===== config.mk =====
export PLATFORM = sky130hd
export DESIGN_NAME = cobs_stream_arbiter
export DESIGN_NICKNAME = d
export VERILOG_FILES = /design/src/rtl/teachee_stream_pkg.sv /design/src/rtl/packet_timeout_counter.sv /design/src/rtl/cobs_stream_arbiter.sv
export SDC_FILE = /design/constraint.sdc
export NUM_CORES = 1
export LEC_CHECK = 0
export CORE_MARGIN = 2
export CORE_UTILIZATION = 37
export DETAILED_ROUTE_END_ITERATION = 10
export GPL_TIMING_DRIVEN = 0
export MAX_ROUTING_LAYER = met4
export PLACE_DENSITY = 0.91
export SLEW_MARGIN = 20
export SYNTH_ARGS = -nofsm -noshare
export SYNTH_HDL_FRONTEND = slang
export SYNTH_SLANG_ARGS = --single-unit

===== constraint.sdc =====
create_clock -name clk -period 2.6 [get_ports clk]
set_input_delay 0.52 -clock clk [delete_from_list [all_inputs] [get_ports clk]]
set_output_delay 0.52 -clock clk [all_outputs]
set_load 0.01 [all_outputs]

===== src/rtl/teachee_stream_pkg.sv =====
// Shared types and constants for the COBS stream arbiter.
package teachee_stream_pkg;

    typedef enum logic [1:0] {
        IDLE   = 2'd0,
        GRANT0 = 2'd1,
        GRANT1 = 2'd2,
        FLUSH  = 2'd3
    } arb_state_t;

    localparam logic [7:0] COBS_DELIM = 8'h00;

endpackage


===== src/rtl/packet_timeout_counter.sv =====
// Idle-cycle counter for the granted source; flags expiry on the LIMIT-th idle cycle.
module packet_timeout_counter #(
    parameter int LIMIT = 1024
) (
    input  logic clk,
    input  logic rst_n,
    input  logic clear,
    input  logic inc,
    output logic expired
);

    localparam int W = (LIMIT > 2) ? $clog2(LIMIT) : 1;

    logic [W-1:0] cnt_q;
    logic [W-1:0] cnt_d;

    // next count: clear wins over increment
    always_comb begin
        if (clear) begin
            cnt_d = '0;
        end else if (inc) begin
            cnt_d = cnt_q + 1'b1;
        end else begin
            cnt_d = cnt_q;
        end
    end

    assign expired = inc && (cnt_q == W'(LIMIT - 1));

    // count register
    always_ff @(posedge clk or negedge rst_n) begin
        if (!rst_n) begin
            cnt_q <= '0;
        end else begin
            cnt_q <= cnt_d;
        end
    end

endmodule


===== src/rtl/cobs_stream_arbiter.sv =====
// Packet-level 2:1 round-robin merge of COBS byte streams onto one AXIS link.
// Optional forced-flush on a stalled source is enabled by defining ARB_TIMEOUT_EN.
module cobs_stream_arbiter
    import teachee_stream_pkg::*;
#(
    parameter logic [7:0] DELIM          = COBS_DELIM,
    parameter int         TIMEOUT_CYCLES = 1024
) (
    input  logic       clk,
    input  logic       rst_n,
    input  logic [1:0] src_en,
    input  logic [7:0] s0_tdata,
    input  logic       s0_tvalid,
    output logic       s0_tready,
    input  logic [7:0] s1_tdata,
    input  logic       s1_tvalid,
    output logic       s1_tready,
    output logic [7:0] m_tdata,
    output logic       m_tvalid,
    input  logic       m_tready,
    output logic [1:0] grant,
    output logic       timeout_evt
);

    arb_state_t state_q, state_d;
    logic [1:0] grant_q, grant_d;
    logic       last_q, last_d;
    logic       timeout_evt_q, timeout_evt_d;
    logic [1:0] cand_s;
    logic       eop0_s, eop1_s;

    assign cand_s = src_en & {s1_tvalid, s0_tvalid};
    assign eop0_s = s0_tvalid && m_tready && (s0_tdata == DELIM);
    assign eop1_s = s1_tvalid && m_tready && (s1_tdata == DELIM);

`ifdef ARB_TIMEOUT_EN
    logic expired_s, cnt_clear_s, cnt_inc_s, accept_s;

    assign accept_s    = ((state_q == GRANT0) && s0_tvalid && m_tready) ||
                         ((state_q == GRANT1) && s1_tvalid && m_tready);
    assign cnt_clear_s = (state_q == IDLE) || (state_q == FLUSH) || accept_s;
    assign cnt_inc_s   = ((state_q == GRANT0) && !s0_tvalid) ||
                         ((state_q == GRANT1) && !s1_tvalid);

    packet_timeout_counter #(.LIMIT(TIMEOUT_CYCLES)) u_timeout (
        .clk     (clk),
        .rst_n   (rst_n),
        .clear   (cnt_clear_s),
        .inc     (cnt_inc_s),
        .expired (expired_s)
    );
`else
    localparam int unused_timeout_cycles_lp = TIMEOUT_CYCLES;
`endif

    // arbitration FSM next state; last_q records the most recent owner for the tie-break
    always_comb begin
        state_d       = state_q;
        grant_d       = grant_q;
        last_d        = last_q;
        timeout_evt_d = 1'b0;
        case (state_q)
            IDLE: begin
                if (cand_s[0] && (!cand_s[1] || last_q)) begin
                    state_d = GRANT0;
                    grant_d = 2'b01;
                end else if (cand_s[1]) begin
                    state_d = GRANT1;
                    grant_d = 2'b10;
                end else begin
                    state_d = IDLE;
                end
            end
            GRANT0: begin
                if (eop0_s) begin
                    state_d = IDLE;
                    grant_d = 2'b00;
                    last_d  = 1'b0;
`ifdef ARB_TIMEOUT_EN
                end else if (expired_s) begin
                    state_d = FLUSH;
`endif
                end else begin
                    state_d = GRANT0;
                end
            end
            GRANT1: begin
                if (eop1_s) begin
                    state_d = IDLE;
                    grant_d = 2'b00;
                    last_d  = 1'b1;
`ifdef ARB_TIMEOUT_EN
                end else if (expired_s) begin
                    state_d = FLUSH;
`endif
                end else begin
                    state_d = GRANT1;
                end
            end
`ifdef ARB_TIMEOUT_EN
            FLUSH: begin
                if (m_tready) begin
                    state_d       = IDLE;
                    grant_d       = 2'b00;
                    last_d        = grant_q[1];
                    timeout_evt_d = 1'b1;
                end else begin
                    state_d = FLUSH;
                end
            end
`endif
            default: begin
                state_d = IDLE;
                grant_d = 2'b00;
            end
        endcase
    end

    // FSM and registered status outputs
    always_ff @(posedge clk or negedge rst_n) begin
        if (!rst_n) begin
            state_q       <= IDLE;
            grant_q       <= 2'b00;
            last_q        <= 1'b1;
            timeout_evt_q <= 1'b0;
        end else begin
            state_q       <= state_d;
            grant_q       <= grant_d;
            last_q        <= last_d;
            timeout_evt_q <= timeout_evt_d;
        end
    end

    // zero-latency datapath mux; the losing source always sees tready low
    always_comb begin
        m_tdata   = 8'h00;
        m_tvalid  = 1'b0;
        s0_tready = 1'b0;
        s1_tready = 1'b0;
        case (state_q)
            GRANT0: begin
                m_tdata   = s0_tdata;
                m_tvalid  = s0_tvalid;
                s0_tready = m_tready;
            end
            GRANT1: begin
                m_tdata   = s1_tdata;
                m_tvalid  = s1_tvalid;
                s1_tready = m_tready;
            end
`ifdef ARB_TIMEOUT_EN
            FLUSH: begin
                m_tdata  = DELIM;
                m_tvalid = 1'b1;
            end
`endif
            default: begin
                m_tdata = 8'h00;
            end
        endcase
    end

    assign grant       = grant_q;
    assign timeout_evt = timeout_evt_q;

endmodule

Word level (Yosys, flattened, before mapping)
Index checks and enable logic that the tools add are counted.
- eq/ne operators: 5
- multiplexer cells: 17
- bitwise logic cells: 1
- reduce and logical (&&, ||, !) cells: 13
- operators by type and width (cell ; count):
    $logic_not 8->1 ; 2
    $pmux 8 s2 ; 1
    $mux 2 ; 7
    $pmux 2 s3 ; 2
    $reduce_and 3->1 ; 2
    $logic_and 1x1->1 ; 5
    $mux 1 ; 5
    $ne 2x2->1 const B ; 2
    $pmux 1 s2 ; 2
    $ne 3x3->1 const B ; 1
    $and 2x2->2 ; 1
    $eq 2x1->1 const B ; 1
    $eq 2x2->1 const B ; 1
    $logic_not 2->1 ; 1
    $reduce_bool 2->1 ; 1
    $logic_not 1->1 ; 1
    $logic_or 1x1->1 ; 1
- bits in registers: 5
- input bits: 23
- output and inout bits: 14
- word-level logic and storage cells: 39

Longest topological paths before layout
Gate-level depths: netlist (run 1).
- depth in word-level cells: 6
- mapped depth: 5
- depth with buffers taken out: 5

Worst setup path after synthesis (run 1)
OpenSTA, ideal clock, no wires.
- path type: input -> register
- start: input s0_tdata[3]
- end: register last_q
- setup time: 0.082 ns
- data arrival time: 1.841 ns
- required time: 2.518 ns
- setup slack: 0.676 ns
- stages: 4
- buffers on the path: 0
- path through: or4_4 o41ai_4 nand3_2 mux2_4
- word-level cells in the longest chain between the ends: 4
- ends and longest elaborated chain (what ; RTL line ; RTL):
    start, declared ; cobs_stream_arbiter.sv:12 ; input logic [7:0] s0_tdata,
    $logic_not 8->1 ; cobs_stream_arbiter.sv:33 ; assign eop0_s = s0_tvalid && m_tready && (s0_tdata == DELIM);
    $logic_and 1x1->1 ; cobs_stream_arbiter.sv:33 ;
    $ne 2x2->1 (no source line) ; n/a ;
    $reduce_and 3->1 (no source line) ; n/a ;
    end signal, assigned ; cobs_stream_arbiter.sv:129 ; last_q <= last_d;
    end, declared ; cobs_stream_arbiter.sv:27 ; logic last_q, last_d;
Every way passes these cells.
A chain may end at the register's enable or synchronous reset.

Final worst setup path (run 1)
- start: register state_q[0]
- end: output m_tdata[0]
- word-level cells in the longest chain between the ends: 2
- elaborated cells on any way between the ends: 3
- those cells by class: 2 x eq/ne; 1 x mux
- ends and longest elaborated chain (what ; RTL line ; RTL):
    start, declared ; cobs_stream_arbiter.sv:25 ; arb_state_t state_q, state_d;
    start signal, assigned ; cobs_stream_arbiter.sv:127 ; state_q <= state_d;
    $eq 2x2->1 / $eq 2x1->1 (equally long branches) ; cobs_stream_arbiter.sv:140 ; case (state_q)
    $pmux 8 s2 (*) ; cobs_stream_arbiter.sv:140 ;
    end, declared ; cobs_stream_arbiter.sv:18 ; output logic [7:0] m_tdata,
Mark *: on every way between the ends. The rest lies on a longest branch, timed or not.

==> summary.md, run 1 <==
| Metric | Value |
|---|---|
| DR DRC count | `0` |
| Register area | `approximately 130 sq um` |
| Hold_buf cts | `0` |
| Top post-synthesis cells by area | `dfrtp_1, a22oi_1, nor2b_1` |
| Syn_nets | `84` |
| Internal | `0.0004661 W` |
| Setup violators final | `0` |
| Crit path time final | `around 2.5 ns` |
| Worst-Skew Late Latency | `around 0.23 ns` |
| Initial antenna violation count | `0` |
| Commonest cells after routing, fill and taps aside | `clkdlybuf4s50_1, a22oi_1, nor2b_1` |
| Multi-input logic area | `approximately 400 sq um` |
| Max FO, Critical Path | `10` |
| Clock Root Buffer | `clkbuf_4` |
| Dpl ws | `approximately 0.12 ns` |
| Port Buffers | `35` |
| WP data arrival | `approximately 2.0 ns` |
| Unique cell type count in the Yosys netlist | `23` |
| Syn. warnings | `0` |
| Vias | `~590` |
| Clock slew at reported path FFs | `0.04 ns` |
| Register area share after synthesis | `a little under a quarter` |
| Hold Crit Class | `primary input to async pin` |
| Setup ws final | `around 0.12 ns` |
| Status | `finished clean` |
| Non-filler instance count after layout | `between 100 and 150` |
| CTS tree | `done` |
| Final Power | `0.0007607 W` |
| Initial DRT Pass Iterations | `4` |
| First-pass GRT wire length | `2856 um` |
| Sw frac | `between 30% and 40%` |
| Total Wirelength | `about 1700 um` |
| CP Data Required Time | `2.08 ns` |
| Power share of the sequential group | `approximately 18%` |
| Worst setup path startpoint | `state_q[0]$_DFF_PN0_` |
| Core area | `roughly 1400 sq um` |
| DRT antenna net count | `0` |
| Power share of the clock group | `11.1%` |
| Combinational power share | `70.9%` |
| Die W | `42.49 um` |
| LEAKAGE | `between 0.3 and 0.4 nW` |
| Dpl hpwl | `approximately 1400 um` |
| Fill count | `about 110` |
| Sw Pwr | `0.0002946 W` |
| # rows | `13` |
| Vias in the first global route | `around 620` |
| Dpl cells | `107` |
| Yosys reg bits | `5` |
| Count of final max-slew check failures | `0` |
| All-Layer GR Usage | `20.73%` |
| Total CTS buffers | `3` |
| Final hold slack | `around 0.5 ns` |
| Height of the die | `42.49 um` |
| RD Place Congestion | `about 0.81` |
| Pin count of the biggest net entering global routing | `12` |
| Worst vdd rail ir drop | `between 0.5 and 0.6 mV` |
| # Max-Cap Violations | `0` |
| Routed len/inst | `15.35 um` |
| Commonest non-fill, non-tap cell in the layout | `clkdlybuf4s50_1` |
| 1st-iter DRT viols | `8` |
| CTS Buffer Depth | `2` |
| Critical path endpoint category | `primary output` |
| GR Overflow Total | `0` |
| Initial core utilization | `40.59%` |
| Tcrit/Tclk final | `a little over nine tenths` |
| Cell count after synthesis | `57` |
| Crit start category | `register` |
| Synth area leader | `dfrtp_1` |
| H-tree levels | `1` |
| Crit path kind | `register to primary output` |
| Area growth syn-to-layout | `73.52%` |
| Power density over the cells | `800.0 nW/um^2` |
| Reg-to-Reg Start | `state_q[0]$_DFF_PN0_` |
| Synth Cell Area | `548.0 sq um` |
| N_diodes | `0` |
| Num ports | `37` |
| Share of layout cells above drive strength 1 | `~15%` |
| Setup Skew | `slightly above 0.00008 ns` |
| Fin nets | `123` |
| CTS Sinks | `5` |
| Vias/cell | `5.391` |
| Peak Freq | `between 400 and 500 MHz` |
| Die Footprint | `1805 sq um` |
| Synth Area per Inst | `approximately 9.6 sq um` |
| Synth top area share | `18.26%` |
| Final Hold Fails | `0` |
area by class of cell:
type / instances / area share, %
Multi-Input combinational cell: 46 / 42.11
Buffer: 2 / 1.579
Sequential cell: 5 / 13.29
Clock buffer: 4 / 2.763
Tap cell: 15 / 1.974
Inverter: 3 / 1.184
Timing Repair Buffer: 35 / 37.11
cell families (layout without fill, tap and decap cells):
| kind of cell | after synthesis | after routing | share of synthesized area (%) |
|---|---|---|---|
| fa+ha+maj | 4 | 4 | 9.133 |
| mux | 1 | 1 | 2.739 |
| simple gates | 22 | 22 | 28.54 |
| other cells | 1 | 1 | 0.6843 |
| flops | 5 | 5 | 23.06 |
| compound gates | 18 | 18 | 31.05 |
| buf+inv | 6 | 44 | 4.795 |
path summary, 6_finish.rpt:
path	to	slack (ns)	depth (start not counted)
worst max register to register	last_q$_DFFE_PN1P_	1.16	4
min in group clk	grant[1]$_DFFE_PN0P_	0.55	2
worst max-delay path	m_tdata[0]	0.12	6
worst min register to register	grant[1]$_DFFE_PN0P_	0.55	2
worst min-delay path	grant[1]$_DFFE_PN0P_	0.50	1
max in group asynchronous	last_q$_DFFE_PN1P_	1.85	1
power groups by stage:
| stage | logic [W] | registers, W | clock network [W] |
|---|---|---|---|
| floorplan | 0.000314 | 0.000135 | 0 |
| global placement | 0.000520 | 0.000133 | 0 |
| detailed placement | 0.000532 | 0.000135 | 0 |
| CTS | 0.000534 | 0.000135 | 0.0000888 |
| global route | 0.000592 | 0.000141 | 0.0000924 |
| finish | 0.000540 | 0.000136 | 0.0000847 |
what timing repair did:
item | in CTS | in global routing
resized for setup | 1 | 5
setup buffers | 0 | 0
pin swaps | 0 | 0
endpoints found under the setup margin | 10 | 9
metal layers:
layer / up-vias / share of wire, % / global-route usage [%]
met5: - / 0 / -
met4: 0 / 0 / 5.625
met3: 0 / 6.9 / 0.8621
met2: 30 / 51 / 34.77
met1: 271 / 42 / 27.15
li1: 292 / - / -
state kept, by name, indices dropped and copies added, names as in the netlist:
signal / flops
grant: 2
last_q: 1
state_q: 2
stage by stage:
stage | TNS [ns] | cell area [sq um] | util (%)
floorplan | 0 | 548.0 | -
global route | -0.007380 | 950.9 | 70.44
global placement | 0 | 917.1 | 67.93
finish | 0 | 950.9 | 70.44
CTS | 0 | 940.9 | 69.69
detailed placement | 0 | 917.1 | 67.93
synth_stat cells:
library cell,instances
a21oi_1,3
a22oi_1,9
a41oi_1,1
and2_1,3
buf_4,1
clkbuf_1,2
conb_1,1
dfrtp_1,4
dfstp_2,1
ha_1,4
inv_1,3
mux2_4,1
nand2_1,2
nand3_1,1
nand3_2,1
nand3b_1,1
nand4_1,1
nand4bb_1,2
nor2b_1,9
o2111ai_1,1
o211ai_1,2
o41ai_4,2
or4_4,2
worst max-delay path, stage by stage, from the launching register on:
cell	delay, ns
dfrtp_1	0.41
inv_1	0.12
ha_2	0.23
clkbuf_4	0.21
a22oi_1	0.09
nor2b_1	0.13
clkdlybuf4s50_1	0.54
(Power assumes the default switching activity.)
==> inputs of run 2 (changes only) <==
--- a/config.mk
+++ b/config.mk
@@ -5,7 +5,7 @@
 export SDC_FILE = /design/constraint.sdc
 export NUM_CORES = 1
 export LEC_CHECK = 0
-export CORE_MARGIN = 2
+export CORE_MARGIN = 10
 export CORE_UTILIZATION = 37
 export DETAILED_ROUTE_END_ITERATION = 10
 export GPL_TIMING_DRIVEN = 0
==> run 2 against run 1 <==
Effect of this change:
- global-route usage fell by 9.0 points
- utilization decreased by 0.19 points
- die area rose by 90%
- hold slack worse by 0.0082 ns
- clock power is 2.5% higher
- critical endpoint is now m_tdata[3]
==> summary.md, run 2 (synthesis results as in run 1) <==
| Metric | Value |
|---|---|
| DR DRC count | `0 (unchanged)` |
| Height of the die | `58.49 um (+38%)` |
| Initial core utilization | `40.59% (unchanged)` |
| First-pass GRT wire length | `3160 um (+11%)` |
| Power density over the cells | `807.0 nW/um^2 (+0.88%)` |
| Routed len/inst | `17.57 um (+14%)` |
| Critical path endpoint category | `primary output` |
| Total Wirelength | `1933 um (+14%)` |
| Tcrit/Tclk final | `92.39% (-3.0 points)` |
| Dpl hpwl | `1628 um (+19%)` |
| CP Data Required Time | `2.08 ns (about the same)` |
| Setup violators final | `0 (unchanged)` |
| Setup Skew | `0.001036 ns (+0.0009540 ns)` |
| Initial DRT Pass Iterations | `4 (unchanged)` |
| RSZ-0062 raised after global routing | `no` |
| Pin count of the biggest net entering global routing | `12 (unchanged)` |
| Commonest non-fill, non-tap cell in the layout | `clkdlybuf4s50_1` |
| Commonest cells after routing, fill and taps aside | `clkdlybuf4s50_1, a22oi_1, nor2b_1` |
| Worst vdd rail ir drop | `0.6432 mV (+10%)` |
| Final Hold Fails | `0 (unchanged)` |
| Core area | `1350 sq um (unchanged)` |
| Hold_buf cts | `0 (unchanged)` |
| Fin nets | `123 (unchanged)` |
| Clock Root Buffer | `clkbuf_4` |
| DRT antenna net count | `0 (unchanged)` |
| Clock slew at reported path FFs | `0.04 ns (about the same)` |
| N_diodes | `0 (unchanged)` |
| H-tree levels | `1 (unchanged)` |
| Die W | `58.49 um (+38%)` |
| Vias in the first global route | `655 (+5.3%)` |
| Worst-Skew Late Latency | `0.24 ns (about the same)` |
| Setup tns final | `0 ns (unchanged)` |
| WP data arrival | `1.88 ns (-0.08 ns)` |
| Peak Freq | `416.3 MHz (+3.3%)` |
| 1st-iter DRT viols | `26 (+18)` |
| LEAKAGE | `0.3453 nW (-4.7%)` |
| Share of layout cells above drive strength 1 | `14.74% (unchanged)` |
| Num ports | `37 (unchanged)` |
| Port Buffers | `35 (unchanged)` |
| Final hold slack | `0.4936 ns (-0.008220 ns)` |
| GR Overflow Total | `0 (unchanged)` |
| Die Footprint | `3421 sq um (+90%)` |
| Initial antenna violation count | `0 (unchanged)` |
| Crit path kind | `register to primary output` |
| # rows | `13 (unchanged)` |
| Vias/cell | `5.473 (+1.5%)` |
| Status | `finished clean` |
| Vias | `602 (+1.5%)` |
| CTS Buffer Depth | `2 (unchanged)` |
| Max FO, Critical Path | `10 (unchanged)` |
| Crit start category | `register` |
| All-Layer GR Usage | `11.73% (-9.0 points)` |
| # Max-Cap Violations | `0 (unchanged)` |
| CTS Sinks | `5 (unchanged)` |
| Crit path time final | `2.402 ns (-0.07913 ns)` |
| CTS tree | `done` |
| RD Place Congestion | `0.8390 (+3.5%)` |
| Count of final max-slew check failures | `0 (unchanged)` |
| Hold Crit Class | `primary input to async pin` |
| Area growth syn-to-layout | `73.06%` |
| Total CTS buffers | `3 (unchanged)` |
==> run 2: per-stage QoR <==
step / cells / total power, W / worst slack (ns) / util (%) / area (sq um)
after floorplan: 57 / 0.0004489 / 0.6765 / - / 548.0
after global placement: 107 / 0.0006603 / 0.1520 / 67.93 / 917.1
after detailed placement: 107 / 0.0006751 / 0.1168 / 67.93 / 917.1
after CTS: 110 / 0.0007678 / 0.05869 / 69.69 / 940.9
after global routing: 110 / 0.0008395 / 0.02499 / 70.25 / 948.4
final: 110 / 0.0007653 / 0.1977 / 70.25 / 948.4
==> run 2: metal layers <==
metal	up-vias	GRT usage, %	wire (um)
met5	-	-	0
met2	37	18.82	862
li1	292	-	-
met4	0	5.034	17
met1	271	12.58	792
met3	2	4.506	262
==> run 2: worst max-delay path: stages, from the launching register on <==
cell and delay (ns):
dfrtp_1 0.40, inv_1 0.09, ha_2 0.22, buf_4 0.18
a22oi_1 0.08, nor2b_1 0.13, clkdlybuf4s50_1 0.55
==> run 2: report_power, final <==
part | internal, W | switching, W
Sequential | 0.000112 | 0.0000223
Combinational | 0.000299 | 0.000246
Clock | 0.0000578 | 0.0000290
==> run 2: path summary, 6_finish.rpt <==
kind	startpoint	end	slack (ns)	cells past startpoint
min in group clk	grant[1]$_DFFE_PN0P_	grant[1]$_DFFE_PN0P_	0.55	2
min reg2reg	grant[1]$_DFFE_PN0P_	grant[1]$_DFFE_PN0P_	0.55	2
max reg2reg	state_q[1]$_DFF_PN0_	last_q$_DFFE_PN1P_	1.16	5
min	rst_n	state_q[0]$_DFF_PN0_	0.49	1
max in group asynchronous	rst_n	last_q$_DFFE_PN1P_	1.86	1
max	state_q[0]$_DFF_PN0_	m_tdata[3]	0.20	6
==> run 2: repair_timing <==
item / 4_1_cts / 5_1_grt
buffers inserted: 0 / 0
gates cloned: 0 / 0
setup endpoints to repair: 9 / 9
gates resized for setup: 1 / 5
==> run 2: area by class of cell <==
type,instances,area [sq um]
Timing Repair Buffer,35,350.3
Tap cell,15,18.77
Multi-Input combinational cell,46,400.4
Fill cell,110,401.6
Buffer,2,15.01
Clock buffer,4,26.28
Inverter,3,11.26
Sequential cell,5,126.4
